===== src/rtl/fir_decim_requant.sv =====
`default_nettype none
// fir_decim_requant: requantise the FIR sum to WORD_OUT bits (round-half-up, saturate),
// decimate by DECIM and buffer kept samples in a first-word-fall-through FIFO. Rev 1.0
module fir_decim_requant #(
  parameter int WORD_IN    = 17,
  parameter int WORD_OUT   = 8,
  parameter int SHIFT      = 8,
  parameter int DECIM      = 4,
  parameter int FIFO_DEPTH = 4
) (
  input  logic                          clock,
  input  logic                          reset,
  input  logic                          in_valid,
  input  logic [WORD_IN-1:0]            Data_in,
  output logic [WORD_OUT-1:0]           out_data,
  output logic                          out_valid,
  input  logic                          out_ready,
  output logic [$clog2(FIFO_DEPTH):0]   fifo_level,
  output logic                          overflow,
  output logic                          saturated
);

  localparam int PTR_W = $clog2(FIFO_DEPTH);
  localparam int PH_W  = (DECIM > 1) ? $clog2(DECIM) : 1;
  localparam logic [PH_W-1:0]    c_PH_LAST = PH_W'(DECIM - 1);
  localparam logic [WORD_IN:0]   c_HALF    = (WORD_IN+1)'(1) << (SHIFT - 1);
  localparam logic [WORD_IN:0]   c_MAX     = (WORD_IN+1)'((1 << WORD_OUT) - 1);
  localparam logic [PTR_W:0]     c_DEPTH   = (PTR_W+1)'(FIFO_DEPTH);

  // Stage 1: rounding and clipping
  logic [WORD_IN:0]    w_sum;
  logic [WORD_IN:0]    w_shr;
  logic                w_clip;
  logic [WORD_OUT-1:0] w_q;

  assign w_sum  = {1'b0, Data_in} + c_HALF;
  assign w_shr  = w_sum >> SHIFT;
  assign w_clip = (w_shr > c_MAX);
  assign w_q    = w_clip ? c_MAX[WORD_OUT-1:0] : w_shr[WORD_OUT-1:0];

  logic [PH_W-1:0]     r_phase;
  logic                r_s1_valid;
  logic [WORD_OUT-1:0] r_s1_data;
  logic                r_sat;

  always_ff @(posedge clock) begin
    if (!reset) begin
      r_phase    <= '0;
      r_s1_valid <= 1'b0;
      r_s1_data  <= '0;
      r_sat      <= 1'b0;
    end else begin
      r_s1_valid <= in_valid && (r_phase == '0);
      if (in_valid) begin
        r_s1_data <= w_q;
        r_phase   <= (r_phase == c_PH_LAST) ? '0 : r_phase + 1'b1;
        if (w_clip) r_sat <= 1'b1;
      end
    end
  end

  // Stage 2: FWFT FIFO; a full FIFO still accepts a push when it is popped in the same cycle
  logic [WORD_OUT-1:0] r_mem [FIFO_DEPTH];
  logic [PTR_W-1:0]    r_wr_ptr;
  logic [PTR_W-1:0]    r_rd_ptr;
  logic [PTR_W:0]      r_level;
  logic                r_ovf;
  logic                w_pop;
  logic                w_full;
  logic                w_push;

  assign out_valid = (r_level != '0);
  assign w_pop     = out_valid && out_ready;
  assign w_full    = (r_level == c_DEPTH);
  assign w_push    = r_s1_valid && (!w_full || w_pop);

  always_ff @(posedge clock) begin
    if (w_push) r_mem[r_wr_ptr] <= r_s1_data;
  end

  always_ff @(posedge clock) begin
    if (!reset) begin
      r_wr_ptr <= '0;
      r_rd_ptr <= '0;
      r_level  <= '0;
      r_ovf    <= 1'b0;
    end else begin
      if (w_push) r_wr_ptr <= r_wr_ptr + 1'b1;
      if (w_pop)  r_rd_ptr <= r_rd_ptr + 1'b1;
      if (w_push && !w_pop)      r_level <= r_level + 1'b1;
      else if (!w_push && w_pop) r_level <= r_level - 1'b1;
      if (r_s1_valid && w_full && !w_pop) r_ovf <= 1'b1;
    end
  end

  assign out_data   = out_valid ? r_mem[r_rd_ptr] : '0;
  assign fifo_level = r_level;
  assign overflow   = r_ovf;
  assign saturated  = r_sat;

endmodule
`default_nettype wire

===== config.mk =====
export PLATFORM = sky130hd
export DESIGN_NAME = fir_decim_requant
export DESIGN_NICKNAME = d
export VERILOG_FILES = /design/src/rtl/fir_decim_requant.sv
export SDC_FILE = /design/constraint.sdc
export NUM_CORES = 1
export LEC_CHECK = 0
export CORE_UTILIZATION = 60
export CTS_BUF_LIST = sky130_fd_sc_hd__clkbuf_8
export DETAILED_ROUTE_END_ITERATION = 8
export PLACE_DENSITY = 0.87
export SLEW_MARGIN = 25
export SYNTH_ARGS = -nofsm -noshare
export SYNTH_HDL_FRONTEND = slang
export SYNTH_SLANG_ARGS = --single-unit

===== constraint.sdc =====
create_clock -name clock -period 5.1 [get_ports clock]
set_clock_uncertainty 0.15 [all_clocks]
set_input_delay 0.51 -clock clock [delete_from_list [all_inputs] [get_ports clock]]
set_output_delay 0.51 -clock clock [all_outputs]
set_load 0.03 [all_outputs]

==> impl_metrics.env, run 1 <==
export IMPL_outcome="completed"
export IMPL_htree_num_levels=2
export IMPL_cts_tree="built"
export IMPL_endpoint_kind="output pin"
export IMPL_cts_hold_buf=0
export IMPL_hold_path_class="register to register"
export IMPL_max_slew_margin_rel=0.595
export IMPL_drt_iter0_drc=60
export IMPL_first_pass_grt_wire_length_mm=6.24
export IMPL_clk_transition_reported_paths_ns=0.09
export IMPL_startpoint_type="register"
export IMPL_post_synth_top_area_fraction=0.411
export IMPL_layout_cells_non_filler=245
export IMPL_slowest_delay_ns=0.66
export IMPL_path_max_fanout=8
export IMPL_antenna_cells=0
export IMPL_area_growth_syn_to_layout_pct=18.1
export IMPL_clk_latency_ns=0.31
export IMPL_grt_pass1_vias=1387
export IMPL_initial_antenna_violation_count=0
export IMPL_period_needed_ns=2.96
export IMPL_grt_start_max_net_pins=23
export IMPL_post_synthesis_area_per_instance_um2=13.7
export IMPL_yosysWarningCount=0
export IMPL_setup_viol=0
export IMPL_min_period_over_period=0.579
export IMPL_cts_root_buffer="clkbuf_8"
export IMPL_num_clock_sinks=54
export IMPL_die_height_um=64.4
export IMPL_pwr_density_cell_mw_per_mm2=444
export IMPL_io_pins=35
export IMPL_worst_path_buffer_plus_inverter_count=1
export IMPL_synth_edff_count=32
export IMPL_critical_path_reg2reg_endpoint="fifo_level[2]"
export IMPL_design_final_nets=226
export IMPL_synth_seq_area_share=0.600
export IMPL_grt_ovfl_total=0
export IMPL_cts_resized_gates=0
export IMPL_worst_r2r_cell_count=8
export IMPL_r2r_slack_ns=2.49
export IMPL_mapped_area_mm2=0.00234
export IMPL_crit_reg2reg_launch="fifo_level[0]"
export IMPL_timing_critical_path_to="out_data[4]"
export IMPL_cp_required_ns=4.44
export IMPL_track_usage=0.209
export IMPL_setup_worst_path_class="register to output pin"
export IMPL_report_final_hold_viol_count=0
export IMPL_place_gp_congestion=0.699
export IMPL_vias_per_cell=5.60
export IMPL_detailroute_via_count=1372
export IMPL_power_ir_vdd_worst_v=0.000242
export IMPL_netlist_top_cell_by_area="edfxtp_1"
export IMPL_yosys_most_used_dff="edfxtp_1"
export IMPL_fraction_of_final_layout_cells_with_drive_strength_greater_than_1=0.107
export IMPL_post_place_cells=237
export IMPL_synthArstFlopShare=0
export IMPL_die_area_mm2=0.00415
export IMPL_cts_buffers=5
export IMPL_postSynthRegisterBits=54
export IMPL_worst_path_arrival_ns=2.30
export IMPL_hold_ws_ns=0.308
export IMPL_timing_fmax_ghz=0.338
export IMPL_max_cap_violations=0
export IMPL_cp_max_stage_cell="dfxtp_1"
export IMPL_power_leakage_nw=0.976
export IMPL_cp_cell_sequence="mux4_2 -> and2_1 -> clkdlybuf4s50_1"
export IMPL_clock_path_buffers=2
export IMPL_fp_dieW_um=64.4
export IMPL_ys_types=33
export IMPL_floorplan_rows=22
export IMPL_timing_setup_tns_ns=0
export IMPL_floorplan_initialDensity=0.634
export IMPL_critical_path_top_delay_family="flip-flops"
export IMPL_post_route_drc_count=0
export IMPL_port_buffer_count=27
export IMPL_syn_inst=170
export IMPL_synth_fp_nets=200
export IMPL_core_area_mm2=0.00369
export IMPL_crit_cells=3
export IMPL_rsz0062_at_grt="false"
export IMPL_tightest_slew_ns=0.605
export IMPL_yosys_top_cells_area="edfxtp_1 41%, dfxtp_1 19%, mux4_2 7.7%"
export IMPL_drv_slew=0
export IMPL_drt_pass1_iterations=4
export IMPL_post_cts_setup_buffer_count=0
export IMPL_route_detailed_wl_per_inst_um=15.3
export IMPL_drt_total_wl_mm=3.76
export IMPL_place_detailed_hpwl_mm=2.75
export IMPL_drtAntennaViolNets=0
-- cell families after synthesis --
group | count (synthesis) | share of synthesized area
compound gates | 21 | 0.0503
xor+xnor | 11 | 0.0412
fa+ha+maj | 9 | 0.0514
buf+inv | 15 | 0.0284
flops | 54 | 0.600
mux | 14 | 0.104
simple gates | 46 | 0.125
-- worst register-to-register path, delay by kind of cell (launching register included) --
kind	cells	cell delay, ns
AO/OA/AOI/OAI	1	0.16
XOR/XNOR	1	0.20
adder cells (fa/ha/maj)	2	0.66
buffers and inverters	1	0.06
flip-flops	1	0.45
AND/OR/NAND/NOR	3	0.87
-- registers in the layout (all words and copies together), names as in the netlist, named ones only --
name        flops
r_mem          32
saturated       1
r_s1_valid      1
r_phase         2
overflow        1
fifo_level      3
r_s1_data       8
r_wr_ptr        2
r_rd_ptr        2
-- stage by stage --
step	setup slack [ns]	total power, mW	instance area, um^2	util
final	2.14	1.23	2760	0.748
after global routing	2.00	1.28	2760	0.748
after CTS	2.09	1.24	2760	0.748
after detailed placement	1.94	0.916	2630	0.712
after global placement	2.11	0.896	2630	0.712
after floorplan	2.71	0.798	2340	-
-- layer usage --
metal,GRT usage,share of wire,up-vias
li1,-,-,670
met1,0.228,0.40,660
met2,0.370,0.53,33
met3,0.0440,0.043,9
met4,0.125,0.026,0
met5,0,0,-
-- report_power, final --
group,internal (mW),switching (mW)
registers,0.498,0.0470
logic,0.182,0.174
clock network,0.194,0.131
total,0.874,0.353
-- worst min-delay path by stage --
| stage | cells past startpoint | slack (ns) | end | from |
|---|---|---|---|---|
| 2_1_floorplan | 0 | 0.30 | r_mem[0][0] | r_s1_data[0] |
| 3_3_place_gp | 2 | 0.29 | saturated | saturated |
| 3_5_place_dp | 2 | 0.30 | saturated | saturated |
| 4_1_cts | 2 | 0.32 | saturated | saturated |
| 5_1_grt | 2 | 0.33 | saturated | saturated |
| 6_report | 2 | 0.31 | saturated | saturated |
-- cells in the mapped netlist, types with 5 or more instances --
| cell type | count |
|---|---|
| clkbuf_1 | 5 |
| xnor2_1 | 7 |
| mux2i_1 | 5 |
| a31oi_1 | 8 |
| dfxtp_1 | 22 |
| mux4_2 | 8 |
| ha_1 | 8 |
| o21ai_0 | 10 |
| and2_1 | 17 |
| nor2b_1 | 6 |
| nand2_1 | 5 |
| edfxtp_1 | 32 |
| inv_1 | 7 |
-- final cells by class --
class,instances,area (um^2)
clock buffer,5,68.8
tap,48,60.1
clock inverter,3,63.8
multi-input combinational,101,870
sequential,54,1400
inverter,7,26.3
fill,242,928
timing repair buffer,27,270
-- cells in the final DEF, fill, tap and decap left out, types with 2 or more instances in the layout --
master            n
and3_1            3
mux4_2            8
mux2i_1           5
clkbuf_8          5
ha_1              8
xnor2_1           7
edfxtp_1         32
nor2_1            2
nor2b_1           6
dfxtp_1          22
clkdlybuf4s50_1  27
inv_1             7
a31oi_1           8
o21ai_0          10
bufinv_16         2
xor2_1            4
nand2_1           5
nand3_1           3
nand3_2           2
and2_1           17
(Power assumes the default switching activity.)
==> run 2, diff against run 1 <==
--- a/config.mk
+++ b/config.mk
@@ -5,10 +5,10 @@
 export SDC_FILE = /design/constraint.sdc
 export NUM_CORES = 1
 export LEC_CHECK = 0
-export CORE_UTILIZATION = 60
+export CORE_UTILIZATION = 55
 export CTS_BUF_LIST = sky130_fd_sc_hd__clkbuf_8
 export DETAILED_ROUTE_END_ITERATION = 8
-export PLACE_DENSITY = 0.87
+export PLACE_DENSITY = 0.81
 export SLEW_MARGIN = 25
 export SYNTH_ARGS = -nofsm -noshare
 export SYNTH_HDL_FRONTEND = slang
==> constraint.sdc (replaced) <==
create_clock -name clock -period 2.8 [get_ports clock]
set_clock_uncertainty 0.15 [all_clocks]
set_input_delay 0.28 -clock clock [delete_from_list [all_inputs] [get_ports clock]]
set_output_delay 0.28 -clock clock [all_outputs]
set_load 0.03 [all_outputs]
==> impl_metrics.env, run 2 (synthesis results as in run 1) <==
export IMPL_outcome="completed"
export IMPL_setup_worst_path_class="register to output pin"
export IMPL_die_height_um=67.2
export IMPL_cts_root_buffer="clkbuf_8"
export IMPL_design_final_nets=227
export IMPL_design_area_mm2=0.00273
export IMPL_setup_viol=0
export IMPL_critical_path_reg2reg_endpoint="fifo_level[2]"
export IMPL_io_pins=35
export IMPL_post_place_cells=240
export IMPL_commonest_non_fill_non_tap_cells_in_the_layout="32 x edfxtp_1, 27 x clkdlybuf4s50_1, 21 x dfxtp_1"
export IMPL_r2r_slack_ns=0.31
export IMPL_detailroute_via_count=1349
export IMPL_fp_dieW_um=67.2
export IMPL_drv_slew=0
export IMPL_power_ir_vdd_worst_v=0.000293
export IMPL_place_detailed_hpwl_mm=2.79
export IMPL_num_clock_sinks=54
export IMPL_hold_path_endpoint="saturated"
export IMPL_die_area_mm2=0.00451
export IMPL_drt_pass1_iterations=4
export IMPL_post_route_drc_count=0
export IMPL_drtAntennaViolNets=0
export IMPL_place_gp_congestion=0.699
export IMPL_power_leakage_nw=0.968
export IMPL_largest_register="r_mem"
export IMPL_cp_max_stage_cell="clkdlybuf4s50_1"
export IMPL_antenna_cells=0
export IMPL_fraction_of_final_layout_cells_with_drive_strength_greater_than_1=0.116
export IMPL_clk_transition_reported_paths_ns=0.09
export IMPL_cts_buffers=5
export IMPL_drt_iter0_drc=31
export IMPL_drt_total_wl_mm=3.66
export IMPL_startpoint_type="register"
export IMPL_cp_required_ns=2.37
export IMPL_slowest_delay_ns=0.58
export IMPL_clk_latency_ns=0.29
export IMPL_initial_antenna_violation_count=0
export IMPL_vias_per_cell=5.44
export IMPL_max_cap_violations=0
export IMPL_worst_path_arrival_ns=2.09
export IMPL_worst_r2r_cell_count=8
export IMPL_route_detailed_wl_per_inst_um=14.8
export IMPL_min_period_over_period=0.900
export IMPL_core_area_mm2=0.00403
export IMPL_track_usage=0.188
export IMPL_totalPowerFinal_mw=2.06
export IMPL_pwr_density_cell_mw_per_mm2=753
export IMPL_crit_reg2reg_launch="fifo_level[0]"
export IMPL_tightest_slew_ns=0.577
export IMPL_mostFrequentLayoutCell="edfxtp_1"
export IMPL_layout_cells_non_filler=248
export IMPL_cp_cell_sequence="mux4_2 -> and2_1 -> clkdlybuf4s50_1"
export IMPL_grt_start_max_net_pins=23
export IMPL_timing_fmax_ghz=0.397
export IMPL_htree_num_levels=2
export IMPL_holdCritStartpoint="saturated"
export IMPL_cts_tree="built"
export IMPL_port_buffer_count=27
export IMPL_endpoint_kind="output pin"
export IMPL_period_needed_ns=2.52
export IMPL_worst_path_buffer_plus_inverter_count=1
export IMPL_grt_ovfl_total=0
export IMPL_timing_setup_tns_ns=0
export IMPL_area_growth_syn_to_layout_pct=16.8
export IMPL_critical_path_top_delay_family="buffers and inverters"
export IMPL_max_slew_margin_rel=0.614
export IMPL_rsz0062_at_grt="false"
export IMPL_post_cts_setup_buffer_count=0
export IMPL_floorplan_rows=23
export IMPL_grt_pass1_vias=1365
export IMPL_clock_path_buffers=2
export IMPL_path_max_fanout=8
export IMPL_whs_path_depth=2
export IMPL_first_pass_grt_wire_length_mm=6.04
export IMPL_floorplan_initialDensity=0.580
export IMPL_max_reg_flops=32
export IMPL_report_final_hold_viol_count=0
export IMPL_postPlaceCellArea_mm2=0.00264
export IMPL_hold_path_class="register to register"
export IMPL_layout_filler_cells=292
==> run 2: routing by layer <==
layer	part of all wire	wire length [um]	vias to the layer above	track usage
met5	0	0	-	0
met4	0.014	52	0	0.0798
met3	0.030	111	7	0.0389
met2	0.54	1980	30	0.343
met1	0.41	1510	644	0.211
li1	-	-	668	-
==> run 2: worst max-delay path by stage <==
stage	start	endpoint	slack (ns)	cells after the start
floorplan	fifo_level[0]	fifo_level[2]	0.41	8
global placement	out_ready	fifo_level[2]	0.31	9
detailed placement	out_ready	fifo_level[2]	0.17	9
CTS	register	out_data[5]	0.03	3
global route	register	out_data[6]	0.17	3
finish	register	out_data[5]	0.28	3
==> run 2: final cells by class <==
type	count	area, um^2	area share
Sequential cell	54	1400	0.514
Clock inverter	2	8.76	0.00321
Clock buffer	6	82.6	0.0302
Inverter	7	26.3	0.00962
Timing Repair Buffer	28	278	0.102
Multi-Input combinational cell	101	870	0.319
Tap cell	50	62.6	0.0229
==> run 2: repair_timing <==
action / CTS / global route
hold buffers: 0 / 0
resized for setup: 0 / 1
setup endpoints to repair: 0 / 8
==> run 2: metrics by stage <==
stage | setup slack, ns | hold WS (ns) | util
2_1_floorplan | 0.414 | 0.271 | -
3_3_place_gp | 0.306 | 0.291 | 0.655
3_5_place_dp | 0.175 | 0.304 | 0.655
4_1_cts | 0.0268 | 0.327 | 0.677
5_1_grt | 0.167 | 0.349 | 0.678
6_report | 0.280 | 0.320 | 0.678
==> run 2: report_power, final <==
part           internal [mW]  switching [mW]
clock                  0.196           0.222
combinational          0.332           0.310
sequential             0.909          0.0868
==> run 2: worst min-delay path, stage by stage (launching register included) <==
cell and delay [ns]:
dfxtp_1 0.32, nand2_1 0.05, o21ai_1 0.06
==> run 3, diff against run 2 <==
==> constraint.sdc (replaced) <==
create_clock -name clock -period 2.7 [get_ports clock]
set_clock_uncertainty 0.15 [all_clocks]
set_input_delay 0.27 -clock clock [delete_from_list [all_inputs] [get_ports clock]]
set_output_delay 0.27 -clock clock [all_outputs]
set_load 0.03 [all_outputs]
==> impl_metrics.env, run 3 (synthesis results as in run 1) <==
export IMPL_vias_per_cell=5.44
export IMPL_design_final_nets=228
export IMPL_grt_start_max_net_pins=23
export IMPL_outcome="completed"
export IMPL_drtAntennaViolNets=0
export IMPL_clk_transition_reported_paths_ns=0.09
export IMPL_drt_iter0_drc=53
export IMPL_drt_total_wl_mm=3.76
export IMPL_endpoint_kind="output pin"
export IMPL_worst_slack_setup_final_ns=0.141
export IMPL_r2r_slack_ns=0.23
export IMPL_area_growth_syn_to_layout_pct=18.0
export IMPL_totalPowerFinal_mw=2.25
export IMPL_cts_resized_gates=0
export IMPL_wl_met3_um=126
export IMPL_report_final_hold_viol_count=0
export IMPL_core_area_mm2=0.00403
export IMPL_max_reg_flops=32
export IMPL_tightest_slew_ns=0.591
export IMPL_max_cap_violations=0
export IMPL_htree_num_levels=2
export IMPL_grt_ovfl_total=0
export IMPL_num_clock_sinks=54
export IMPL_pwr_density_cell_mw_per_mm2=816
export IMPL_place_detailed_hpwl_mm=2.76
export IMPL_route_detailed_wl_per_inst_um=15.1
export IMPL_startpoint_type="register"
export IMPL_highest_routed_metal_layer="met4"
export IMPL_rsz0062_at_grt="false"
export IMPL_timing_fmax_ghz=0.391
export IMPL_initial_antenna_violation_count=0
export IMPL_max_slew_margin_rel=0.605
export IMPL_setup_viol=0
export IMPL_port_buffer_count=27
export IMPL_period_needed_ns=2.56
export IMPL_timing_setup_tns_ns=0
export IMPL_min_period_over_period=0.948
export IMPL_io_pins=35
export IMPL_die_height_um=67.2
export IMPL_die_area_mm2=0.00451
export IMPL_fraction_of_final_layout_cells_with_drive_strength_greater_than_1=0.121
export IMPL_commonest_non_fill_non_tap_cells_in_the_layout="32 x edfxtp_1, 27 x clkdlybuf4s50_1, 22 x dfxtp_1"
export IMPL_worst_case_setup_slack_after_placement_ns=0.125
export IMPL_power_ir_vdd_worst_v=0.000440
export IMPL_largest_register="r_mem"
export IMPL_floorplan_rows=23
export IMPL_finish_utilization=0.684
export IMPL_antenna_cells=0
export IMPL_cts_hold_buf=0
export IMPL_cts_tree="built"
export IMPL_clk_latency_ns=0.30
export IMPL_path_max_fanout=8
export IMPL_hold_path_class="register to register"
export IMPL_cts_buffers=5
export IMPL_whs_path_depth=2
export IMPL_worst_path_arrival_ns=2.14
export IMPL_hold_ws_ns=0.316
export IMPL_clock_path_buffers=2
export IMPL_detailroute_via_count=1355
export IMPL_post_route_drc_count=0
export IMPL_first_pass_grt_wire_length_mm=5.91
export IMPL_track_usage=0.190
export IMPL_drt_pass1_iterations=3
export IMPL_mostFrequentLayoutCell="edfxtp_1"
export IMPL_floorplan_initialDensity=0.580
export IMPL_met1Wirelength_mm=1.56
export IMPL_cts_root_buffer="clkbuf_8"
export IMPL_wl_met2_mm=2.01
export IMPL_drv_slew=0
export IMPL_grt_pass1_vias=1284
export IMPL_setup_worst_path_class="register to output pin"
export IMPL_cp_required_ns=2.28
export IMPL_post_cts_setup_buffer_count=0
export IMPL_place_gp_congestion=0.714
export IMPL_worst_r2r_cell_count=8
export IMPL_power_leakage_nw=0.979
export IMPL_fp_dieW_um=67.2
run 3: worst max-delay path, cell delays in order (launching register included):
cell,delay (ns)
dfxtp_1,0.33
buf_4,0.21
mux4_2,0.53
and2_1,0.18
clkdlybuf4s50_1,0.58
run 3: where the power goes:
part	switching, mW	internal, mW	leakage [nW]
Combinational	0.363	0.355	0.445
Sequential	0.0588	0.941	0.476
Clock	0.253	0.278	0.0585
Total	0.675	1.57	0.979
run 3: layout make-up:
class	count	area, um^2
timing repair buffer	29	285
clock buffer	5	68.8
multi-input combinational	101	870
clock inverter	3	43.8
sequential	54	1400
fill	274	1270
inverter	7	26.3
tap	50	62.6
run 3: path summary, 6_finish.rpt:
kind | endpoint | start
max | out_data[5] | register
min | saturated | saturated
max reg2reg | fifo_level[2] | fifo_level[0]
min reg2reg | saturated | saturated
run 3: routing by layer:
layer | global-route usage | vias up
met5 | 0 | -
met4 | 0.0878 | 0
li1 | - | 671
met2 | 0.330 | 30
met1 | 0.214 | 648
met3 | 0.0557 | 6
run 3: stage by stage:
step / cells / area [um^2]
6_report: 249 / 2760
5_1_grt: 249 / 2760
4_1_cts: 249 / 2760
3_5_place_dp: 241 / 2650
3_3_place_gp: 241 / 2650
2_1_floorplan: 170 / 2340
